<file path="config.mk">
export PLATFORM = sky130hd
export DESIGN_NAME = pipe_adder
export DESIGN_NICKNAME = d
export VERILOG_FILES = /design/src/rtl/pipe_adder_pkg.sv /design/src/rtl/pipe_adder_fa_slice.sv /design/src/rtl/pipe_adder.sv
export SDC_FILE = /design/constraint.sdc
export NUM_CORES = 1
export LEC_CHECK = 0
export BUFFER_PORTS_ARGS = -buffer_cell sky130_fd_sc_hd__buf_2
export CAP_MARGIN = 10
export CORE_ASPECT_RATIO = 0.7
export CORE_UTILIZATION = 47
export DETAILED_ROUTE_END_ITERATION = 10
export PLACE_DENSITY_LB_ADDON = 0.08
export SETUP_SLACK_MARGIN = 0.1
export SYNTH_ARGS = -nofsm -noshare
export SYNTH_HDL_FRONTEND = slang
export SYNTH_HIERARCHICAL = 1
export SYNTH_SLANG_ARGS = --single-unit
export TNS_END_PERCENT = 100
</file>
<file path="constraint.sdc">
create_clock -name clk -period 1.9 [get_ports clk]
set_input_delay 0 -clock clk [delete_from_list [all_inputs] [get_ports clk]]
set_output_delay 0 -clock clk [all_outputs]
set_load 0.005 [all_outputs]
</file>
<file path="src/rtl/pipe_adder_pkg.sv">
// Shared helpers for pipe_adder: slice-width calculation and configuration legality.
package pipe_adder_pkg;

    function automatic int slice_w(input int width, input int stages);
        return width / stages;
    endfunction

    // WIDTH must split into STAGES equal, non-empty slices
    function automatic bit cfg_ok(input int width, input int stages);
        return (stages >= 1) && (stages <= width) && ((width % stages) == 0);
    endfunction

endpackage

</file>
<file path="src/rtl/pipe_adder_fa_slice.sv">
// W-bit ripple-carry slice built from single-bit full-adder equations.
module fa_slice #(
    parameter int W = 4
) (
    input  logic [W-1:0] a,
    input  logic [W-1:0] b,
    input  logic         ci,
    output logic [W-1:0] s,
    output logic         co
);
    logic [W:0] w_c;

    assign w_c[0] = ci;

    for (genvar i = 0; i < W; i++) begin : g_bit
        assign s[i]       = a[i] ^ b[i] ^ w_c[i];
        assign w_c[i + 1] = (a[i] & b[i]) | (w_c[i] & (a[i] ^ b[i]));
    end

    assign co = w_c[W];

endmodule

</file>
<file path="src/rtl/pipe_adder.sv">
// Pipelined ripple-carry adder, one SW-bit slice per stage, valid/ready on both sides.
// Define PIPE_ADDER_OVF_EN to add the registered signed-overflow output ovf.
module pipe_adder
    import pipe_adder_pkg::*;
#(
    parameter int WIDTH  = 8,
    parameter int STAGES = 2
) (
    input  logic             clk,
    input  logic             rst_n,
    input  logic             in_valid,
    output logic             in_ready,
    input  logic [WIDTH-1:0] a,
    input  logic [WIDTH-1:0] b,
    input  logic             ci,
    output logic             out_valid,
    input  logic             out_ready,
    output logic [WIDTH-1:0] s,
`ifdef PIPE_ADDER_OVF_EN
    output logic             co,
    output logic             ovf
`else
    output logic             co
`endif
);
    localparam int SW     = slice_w(WIDTH, STAGES);
    localparam int L      = STAGES - 1;
    localparam bit CFG_OK = cfg_ok(WIDTH, STAGES);

    if (!CFG_OK) begin : g_cfg_err
        $error("pipe_adder: WIDTH must be a multiple of STAGES and 1 <= STAGES <= WIDTH");
    end

    // sum shifts right one slice per stage, so slice k lands at bits [k*SW +: SW] at the end;
    // operands shift right too, so every stage reads its slice from bits [SW-1:0]
    typedef struct packed {
        logic             valid;
        logic             carry;
        logic [WIDTH-1:0] sum;
        logic [WIDTH-1:0] a_hi;
        logic [WIDTH-1:0] b_hi;
    } stage_t;

    stage_t r_stage [STAGES];
    stage_t w_src   [STAGES];
    stage_t w_nxt   [STAGES];

    logic [STAGES-1:0][SW-1:0] w_sl_s;
    logic [STAGES-1:0]         w_sl_co;
    logic                      w_adv;

    assign w_adv    = out_ready | ~r_stage[L].valid;
    assign in_ready = w_adv;

    for (genvar k = 0; k < STAGES; k++) begin : g_stage
        if (k == 0) begin : g_head
            assign w_src[k] = '{valid: in_valid, carry: ci, sum: '0, a_hi: a, b_hi: b};
        end else begin : g_body
            assign w_src[k] = r_stage[k - 1];
        end

        fa_slice #(.W(SW)) u_fa (
            .a  (w_src[k].a_hi[SW-1:0]),
            .b  (w_src[k].b_hi[SW-1:0]),
            .ci (w_src[k].carry),
            .s  (w_sl_s[k]),
            .co (w_sl_co[k])
        );

        assign w_nxt[k] = '{
            valid: w_src[k].valid,
            carry: w_sl_co[k],
            sum:   (w_src[k].sum >> SW) | (WIDTH'(w_sl_s[k]) << (WIDTH - SW)),
            a_hi:  w_src[k].a_hi >> SW,
            b_hi:  w_src[k].b_hi >> SW
        };
    end

    // full stall on backpressure: every stage holds together
    always_ff @(posedge clk or negedge rst_n) begin
        if (!rst_n) begin
            for (int k = 0; k < STAGES; k++) r_stage[k] <= '0;
        end else if (w_adv) begin
            for (int k = 0; k < STAGES; k++) r_stage[k] <= w_nxt[k];
        end
    end

    assign out_valid = r_stage[L].valid;
    assign s         = r_stage[L].sum;
    assign co        = r_stage[L].carry;

`ifdef PIPE_ADDER_OVF_EN
    logic w_msb_ci;
    logic r_ovf;

    // carry into the MSB recovered from its sum bit: s = a ^ b ^ cin
    assign w_msb_ci = w_src[L].a_hi[SW-1] ^ w_src[L].b_hi[SW-1] ^ w_sl_s[L][SW-1];

    always_ff @(posedge clk or negedge rst_n) begin
        if (!rst_n)     r_ovf <= 1'b0;
        else if (w_adv) r_ovf <= w_msb_ci ^ w_sl_co[L];
    end

    assign ovf = r_ovf;
`endif

endmodule

</file>
After elaboration in Yosys (flattened, before gate mapping)
Cells that the tools add are included.
{ "totals": {"regBits": 24, "latch_bits": 0, "ramBits": 0, "romBits": 0, "inputBits": 21, "output_inout_bits": 11, "elab_cells": 51, "memories": 0} }
{ "op_classes": {"add_sub_neg": 0, "mul": 0, "n_div": 0, "n_lt_le_gt_ge": 0, "eq_ne": 0, "shifts": 0, "mux": 0, "n_bitwise": 43, "reduce_logical": 0} }
{ "op_table": {"columns": ["op", "n"], "rows": [
  ["1-bit AND", 16],
  ["1-bit bitwise XOR", 16],
  ["1-bit OR", 9],
  ["4-bit by 8-bit OR with 8-bit output", 1],
  ["1-bit NOT", 1]
]} }

Logic depth before layout (Yosys ltp)
Gate-level depths: netlist of the first run.
{ "depth": {"word_depth": 9, "depth_mapped": 9, "depth_no_buf": 9} }

Cells and area by module
The synthesis of the first run kept the hierarchy.
{ "by_module_without_submodules": {"columns": ["module", "instances", "cells_per_inst", "area_each_um2", "seq_area_each_um2"], "rows": [
  ["pipe_adder", 1, 60, 1041.0, 600.6],
  ["fa_slice", 2, 14, 117.6, 0.0]
]} }

Worst setup path before layout of the first run
Ideal clock, no wire load.
{ "synth_timing": {"path_kind": "reg2reg", "from": "register, netlist name r_stage[34]", "to": "register, netlist name s[7]", "setup_ps": 64, "arrival_time_ps": 2015, "required_time_ps": 1836, "setup_slack_ps": -178, "path_stages_with_launch": 10, "path_buffers": 0, "synth_period_minus_slack_ps": 2078, "cell_sequence": "dfrtp_1 fa_1 inv_1 fa_1 inv_1 fa_1 inv_1 fa_1 inv_1 mux2_4"} }

==> results.ini, run 1 <==
[run_status]
status = complete, but fails checks
violations = setup timing

[sta]
setup_viol = 2
fmaxAchievable_ghz = 0.464
min_period_over_period_pct = 113
timing.final.max_slew_violations = 0
holdWs_ns = 0.132
post-route-min-period_ns = 2.15
setup_slack_ns = -0.254
maxSlewHeadroom_pct = 64.8
clock_skew_ns = 0.00182
tightest_slew_ns = 0.528
hold_viol_final = 0
rsz0062_at_grt = yes

[synthesis]
synthTopCellsByCount = 24 x dfrtp_1, 20 x inv_1, 18 x mux2_4
synth-edff-count = 0
ys_warn_count = 6
syn_avg_cell_area_um2 = 14.5
ys_seq_elements = 24
synth_largest_area_cell = dfrtp_1
synth.net_count = 117
synthFlopType = dfrtp_1
synth_top_area_share_pct = 47.1
ys_top_cells_by_area = dfrtp_1 47%, mux2_4 21%, fa_1 13%, inv_1 5.9%, buf_4 4.7%
synth_seq_area_share_pct = 47.1
netlist_area_um2 = 1280
synthArstFlopShare_pct = 100
ys_types = 9
synthCells = 88
synth_most_common_cell = dfrtp_1

[finish]
synthToLayoutAreaGrowth_pct = 23.9
nets = 155
drive_gt1_share_pct = 54.4
final_core_utilization_pct = 62.9
num_antenna_cells = 0

[route]
drt-initial-drc-count = 25
ant_nets = 0
drt-total-wl_um = 1880
vias = 683
drc_errors = 0
viasPerCell = 4.30
avgRoutedWirePerCell_um = 11.8
first_pass_iters = 2

[setup_path]
cp.arrival_ns = 2.36
crit_path_end_kind = flip-flop
cp-start-kind = flip-flop
worstSetupPathType = reg2reg
cp_max_fo = 2
r2r_slack_ns = -0.25
required_ns = 2.11

[clock_tree]
cts_sinks = 24
cts_made_buffers = 3
cts_tree = yes
clk_pin_slew_ns = 0.08
htreeDepth = 1
clockBufferDepth = 2
clockRootBuffer = clkbuf_8
clock_latency_ns = 0.26

[placed_design]
dp_hpwl_um = 1290
place_congestion = 0.702
port-buffer-count = 31

[global_routing]
grt_use_total_pct = 15.1
grt_pass1_vias = 708
grt_max_degree = 26
grt_first_pass_wirelength_um = 3190
antenna_found_initial = 0
grt_overflow = 0

[floorplan]
start_util_pct = 50.7
placementRows = 15
fp.coreArea_um2 = 2510
io_pins = 32
die_w_um = 64.3
die_y_um = 45.6
die-area_um2 = 2930

[power]
peakVddDrop_uv = 534
seqPwrFrac_pct = 44.0
p_int_uw = 1220
p_leak_uw = 0.000839
p_comb_share_pct = 29.0
powerDensity_nw_per_um2 = 1020
switching_share_pct = 24.5
p_sw_uw = 397
clkPwrFrac_pct = 27.0

[hold_path]
hold_class = in2reg

[flow_run]
maxCapViolCount = 0

[state kept, by name (all words and copies together), names as in the netlist]
| signal | flops |
|---|---|
| co | 1 |
| out_valid | 1 |
| r_stage | 14 |
| s | 8 |
[worst max-delay path: stages, from the launching register on]
cell     delay [ns]
dfrtp_1        0.41
fa_2           0.40
inv_2          0.07
fa_2           0.18
inv_2          0.04
fa_2           0.35
inv_2          0.06
fa_1           0.40
inv_1          0.07
mux2_4         0.13
[stage by stage]
step	setup WS, ns	setup TNS [ns]	area (um^2)	std cells	power (uW)
floorplan	-0.147	-0.197	1280	88	1110
global placement	-0.179	-0.295	1390	143	1150
detailed placement	-0.250	-0.393	1390	143	1160
CTS	-0.238	-0.388	1570	158	1630
global route	-0.294	-0.542	1580	159	1720
finish	-0.254	-0.411	1580	159	1620
[power by group through the flow]
stage	logic (uW)	clock network (uW)	registers (uW)
3_3_place_gp	434	0	720
6_report	469	437	714
2_1_floorplan	400	0	706
5_1_grt	520	468	731
3_5_place_dp	440	0	722
4_1_cts	467	449	714
[what timing repair did]
action,in CTS,in global routing
setup endpoints to repair,3,3
endpoints found under the hold margin,33,0
setup buffers,1,1
hold buffers,10,0
resized for setup,5,0
pin swaps,2,0
[final cells by class]
class	count	area [um^2]
well taps	34	42.5
flip-flops and latches	24	601
inverters	20	75.1
fillers	211	933
clock inverters	1	30.0
multi-input cells	33	514
repair buffers	44	278
clock buffers	3	41.3
[path summary, 6_finish.rpt]
path | start | to | cells past startpoint
max | r_stage[50] | s[7] | 9
min | ci | r_stage[46] | 3
max reg2reg | r_stage[50] | s[7] | 9
min reg2reg | r_stage[51] | out_valid | 1
max in group asynchronous | rst_n | r_stage[48] | 2
min in group asynchronous | rst_n | r_stage[46] | 2
[placed cells by master (no fill, tap or decap)]
master / n
fa_1: 5
dlygate4sd3_1: 10
buf_2: 31
fa_2: 3
nand2b_1: 1
buf_4: 3
clkbuf_8: 3
inv_2: 3
bufinv_16: 1
mux2_2: 5
dfrtp_1: 24
inv_1: 17
nand2b_4: 1
mux2_4: 18
[metal layers]
metal,part of all wire [%],global-route usage (%)
met4,0.37,2.67
met1,46,19.4
met5,0,0
met3,5.3,5.25
met2,48,25.3
[cell families after synthesis]
group / count (synthesis) / synth area share (%)
buf+inv: 31 / 13.2
fa+ha+maj: 8 / 12.5
mux: 23 / 25.6
flops: 24 / 47.1
simple gates: 2 / 1.57
Note: power is estimated with default switching activity, not from simulation.
==> run 2, diff against run 1 <==
--- a/config.mk
+++ b/config.mk
@@ -5,11 +5,11 @@
 export SDC_FILE = /design/constraint.sdc
 export NUM_CORES = 1
 export LEC_CHECK = 0
-export BUFFER_PORTS_ARGS = -buffer_cell sky130_fd_sc_hd__buf_2
 export CAP_MARGIN = 10
 export CORE_ASPECT_RATIO = 0.7
-export CORE_UTILIZATION = 47
+export CORE_UTILIZATION = 50
 export DETAILED_ROUTE_END_ITERATION = 10
+export DONT_BUFFER_PORTS = 1
 export PLACE_DENSITY_LB_ADDON = 0.08
 export SETUP_SLACK_MARGIN = 0.1
 export SYNTH_ARGS = -nofsm -noshare
==> constraint.sdc (replaced) <==
create_clock -name clk -period 2.13 [get_ports clk]
set_input_delay 0 -clock clk [delete_from_list [all_inputs] [get_ports clk]]
set_output_delay 0 -clock clk [all_outputs]
set_load 0.005 [all_outputs]
==> run 2 against run 1 <==
Net effect: the run now ends clean; cell count shrank 21%; total power shrank 28%; utilization shrank 1.8 points; die area shrank 5.8%; maximum frequency grew 1.1%; sequential power shrank 7.8%; first-iteration DRC count shrank 64%; combinational power shrank 33%; global-route usage shrank 1.3 points; sequential share of layout area grew 5.2 points; clock skew grew 0.0019 ns; non-clock buffer count shrank 30; largest cell class unchanged.
==> results.ini, run 2 (synthesis results as in run 1) <==
[route]
avgRoutedWirePerCell_um = 13.0
drt-initial-drc-count = 9
viasPerCell = 4.55
ant_nets = 0
vias = 573
first_pass_iters = 2
drc_errors = 0
drt-total-wl_um = 1630

[power]
p_leak_uw = 0.000699
p_int_uw = 847
powerDensity_nw_per_um2 = 834
seqPwrFrac_pct = 56.8
peakVddDrop_uv = 428
power.total_uw = 1160
switching_share_pct = 26.9
clkPwrFrac_pct = 16.0
p_comb_share_pct = 27.2
p_sw_uw = 312

[global_routing]
antenna_found_initial = 0
grt_overflow = 0
grt_pass1_vias = 632
grt_use_total_pct = 13.8
grt_first_pass_wirelength_um = 2800
grt_max_degree = 26

[flow_run]
maxCapViolCount = 0

[setup_path]
path_buf_inv = 4
required_ns = 2.33
path_depth = 9
cp_top_family = adder cells
slowest_delay_ns = 0.49
slowest_stage = fa_1
r2r_slack_ns = 0.0006
ff2ff_path_depth = 9
r2r_start = r_stage[50]
worstSetupPathType = reg2reg
cp_max_fo = 2
worstSetupEndpoint = s[7]
crit_path_end_kind = flip-flop
reg2reg_to = s[7]
cp.arrival_ns = 2.32
cp-start-kind = flip-flop
path_cells = fa_2 -> inv_2 -> fa_2 -> inv_2 -> fa_2 -> inv_2 -> fa_1 -> inv_1 -> mux2_4
startpoint = r_stage[50]

[sta]
fmaxAchievable_ghz = 0.470
tightest_slew_ns = 1.02
setup_viol = 0
post-route-min-period_ns = 2.13
rsz0062_at_grt = yes
maxSlewHeadroom_pct = 32.0
clock_skew_ns = 0.00374
hold_viol_final = 0
setup_slack_ns = 0.000616
min_period_over_period_pct = 100
timing.final.max_slew_violations = 0

[placed_design]
dp_slack_ns = 0.00870
place_congestion = 0.646
placed_cells_incl_taps = 109
place_area_um2 = 1220
port-buffer-count = 0
dp_hpwl_um = 1180

[finish]
n_fill_cell = 176
num_antenna_cells = 0
regMostFlops = r_stage
fin_cells = 126
mostFrequentLayoutCells = 24 x dfrtp_1, 18 x mux2_4, 17 x inv_1, 13 x dlygate4sd3_1
nets = 125
mostFrequentLayoutCell = dfrtp_1
drive_gt1_share_pct = 36.2
largest_reg_flops = 14
synthToLayoutAreaGrowth_pct = 8.92
final_design_area_no_fill_um2 = 1390

[clock_tree]
clock_latency_ns = 0.30
clockRootBuffer = clkbuf_4
clockBufferDepth = 2
clk_pin_slew_ns = 0.11
cts_made_buffers = 3
htreeDepth = 1
cts_tree = yes
cts_sinks = 24

[floorplan]
io_pins = 32
placementRows = 14
fp.coreArea_um2 = 2280
start_util_pct = 56.0
die_y_um = 44.3
die_w_um = 62.4
die-area_um2 = 2760

[run_status]
status = completed

[hold_path]
hold_class = in2reg

-- run 2: changes by cell type in the layout (fill, tap and decap cells not counted) --
cell	change
clkbuf_8	-3
bufinv_16	-1
dlygate4sd3_1	+3
clkbuf_4	+3
buf_4	-2
buf_2	-31
-- run 2: worst min path at each step --
stage,endpoint,start,cells past startpoint,slack (ns)
6_report,out_valid,out_ready,2,0.21
5_1_grt,out_valid,out_ready,2,0.21
4_1_cts,out_valid,out_ready,2,0.20
3_5_place_dp,s[0],rst_n,0,-0.30
3_3_place_gp,s[0],rst_n,0,-0.30
2_1_floorplan,co,rst_n,0,-0.30
-- run 2: per-layer routing --
metal	vias to the layer above	global-route usage, %	part of all wire [%]
li1	273	-	-
met1	280	16.8	48
met2	20	23.1	45
met3	0	6.44	7.5
met4	0	2.79	0
met5	-	0	0
-- run 2: power by group through the flow --
stage               sequential (uW)  clock (uW)  combinational [uW]
detailed placement              669           0                 277
floorplan                       629           0                 356
CTS                             659         196                 317
finish                          658         186                 315
global placement                666           0                 273
global route                    674         215                 355
-- run 2: metrics by stage --
step,setup TNS (ns),hold WS (ns),util [%]
after floorplan,0,-0.296,-
after global placement,0,-0.295,53.8
after detailed placement,0,-0.295,53.8
after CTS,0,0.201,60.8
after global routing,-0.111,0.214,61.0
final,0,0.208,61.0
-- run 2: repair_timing --
action / 4_1_cts / 5_1_grt
cloned: 0 / 0
pin swaps: 0 / 2
hold buffers: 13 / 0
buffers inserted: 1 / 0
gates resized for setup: 1 / 4
endpoints found under the hold margin: 35 / 0
setup endpoints to repair: 2 / 2
-- run 2: area by class of cell --
type | count | area (um^2) | area share, %
Sequential cell | 24 | 601 | 43.2
Multi-Input combinational cell | 33 | 514 | 37.0
Timing Repair Buffer | 14 | 138 | 9.90
Inverter | 20 | 75.1 | 5.40
Tap cell | 32 | 40.0 | 2.88
Clock buffer | 3 | 22.5 | 1.62
==> run 3, diff against run 2 <==
==> constraint.sdc (replaced) <==
create_clock -name clk -period 2.1 [get_ports clk]
set_input_delay 0 -clock clk [delete_from_list [all_inputs] [get_ports clk]]
set_output_delay 0 -clock clk [all_outputs]
set_load 0.005 [all_outputs]
==> run 3 against run 2 <==
Net effect: the flow now finishes with violations (setup timing); global-route usage rose by 0.15 points; largest power group unchanged; register-to-register slack got worse by 0.02 ns; total power rose by 1.6%; clock power barely moved.
==> results.ini, run 3 (synthesis results as in run 1) <==
[global_routing]
grt_pass1_vias = 621
grt_overflow = 0
grt_max_degree = 26
grt_first_pass_wirelength_um = 2820
grt_use_total_pct = 14.0
antenna_found_initial = 0

[sta]
min_period_over_period_pct = 101
post-route-min-period_ns = 2.12
hold_viol_final = 0
totalNegativeSetupSlack_ns = -0.0226
rsz0062_at_grt = yes
setup_viol = 1
timing.final.max_slew_violations = 0
fmaxAchievable_ghz = 0.471
tightest_slew_ns = 1.04
clock_skew_ns = 0.00970
setup_slack_ns = -0.0226
maxSlewHeadroom_pct = 30.1

[hold_path]
min_path_cells = 2
min-delay-start = out_ready
hold_class = in2reg
hold_end = out_valid

[setup_path]
slowest_stage = fa_1
cp_top_family = adder cells
ff2ff_path_depth = 9
reg2reg_to = s[7]
r2r_start = r_stage[26]
required_ns = 2.29
worstSetupPathType = reg2reg
r2r_slack_ns = -0.02
crit_path_end_kind = flip-flop
cp.arrival_ns = 2.31
path_buf_inv = 4
cp-start-kind = flip-flop
cp_max_fo = 2
slowest_delay_ns = 0.47
path_cells = fa_2 -> inv_2 -> fa_2 -> inv_2 -> fa_2 -> inv_2 -> fa_1 -> inv_1 -> mux2_4

[finish]
final_design_area_no_fill_um2 = 1410
largest_reg_flops = 14
regMostFlops = r_stage
synthToLayoutAreaGrowth_pct = 10.7
multi_input_area_um2 = 519
num_antenna_cells = 0
mostFrequentLayoutCell = dfrtp_1
mostFrequentLayoutCells = 24 x dfrtp_1, 18 x mux2_4, 17 x inv_1, 14 x dlygate4sd3_1
drive_gt1_share_pct = 38.5
seq_area_um2 = 601
n_fill_cell = 179
nets = 127

[power]
p_leak_uw = 0.000706
peakVddDrop_uv = 446
powerDensity_nw_per_um2 = 833

[floorplan]
die_y_um = 44.3
io_pins = 32
start_util_pct = 56.0
placementRows = 14
fp.coreArea_um2 = 2280
die_w_um = 62.4
die-area_um2 = 2760

[clock_tree]
clk_pin_slew_ns = 0.12
htreeDepth = 1
cts_sinks = 24
cts_tree = yes
clockRootBuffer = clkbuf_4
cts_made_buffers = 3
clockBufferDepth = 2
clock_latency_ns = 0.30

[placed_design]
dp_hpwl_um = 1160
port-buffer-count = 0
place_congestion = 0.702
place_area_um2 = 1220
dp_slack_ns = -0.0349

[route]
drc_errors = 0
ant_nets = 0
drt-total-wl_um = 1670
vias = 583
drt-initial-drc-count = 26
first_pass_iters = 2
viasPerCell = 4.55
avgRoutedWirePerCell_um = 13.0

[flow_run]
maxCapViolCount = 0

[run_status]
status = complete, but fails checks
violations = setup timing

run 3: cell types whose count changed in the layout (fill, tap and decap cells not counted):
cell	previous run	this run
fa_1	5	3
fa_2	3	5
buf_4	1	2
dlygate4sd3_1	13	14
run 3: final cells by class:
class	count	share of cell area [%]
sequential	24	42.5
multi-input combinational	33	36.8
timing repair buffer	16	11.0
inverter	20	5.31
tap	32	2.83
clock buffer	3	1.59
run 3: worst max path at each step:
stage,start,slack [ns],depth (start not counted),end
4_1_cts,r_stage[34],-0.05,9,s[7]
2_1_floorplan,r_stage[34],0.05,9,s[7]
3_5_place_dp,r_stage[34],-0.03,9,s[7]
6_report,r_stage[26],-0.02,9,s[7]
5_1_grt,r_stage[26],-0.09,9,s[7]
3_3_place_gp,r_stage[26],0.02,9,s[7]
run 3: what timing repair did:
item / in CTS / in global routing
endpoints found under the setup margin: 2 / 3
hold buffers: 14 / 0
gates resized for setup: 5 / 2
cloned: 0 / 0
buffers inserted: 2 / 0
hold endpoints to repair: 35 / 0
pin swaps: 2 / 2
run 3: stage by stage:
stage	power [uW]	utilization (%)	std cells	hold WS, ns
2_1_floorplan	1000	-	88	-0.296
4_1_cts	1200	61.8	128	0.197
3_3_place_gp	951	53.8	109	-0.295
3_5_place_dp	959	53.8	109	-0.295
6_report	1180	62.0	128	0.210
5_1_grt	1270	62.0	128	0.202
run 3: layer usage:
layer	track usage (%)	vias up	part of all wire, %
met4	4.19	0	0.78
met3	5.67	2	6.4
li1	-	278	-
met2	23.3	20	47
met1	17.1	283	45
met5	0	-	0
run 3: power breakdown:
group / switching [uW] / internal (uW)
combinational: 107 / 216
sequential: 88.3 / 578
clock: 120 / 66.9
total: 316 / 861
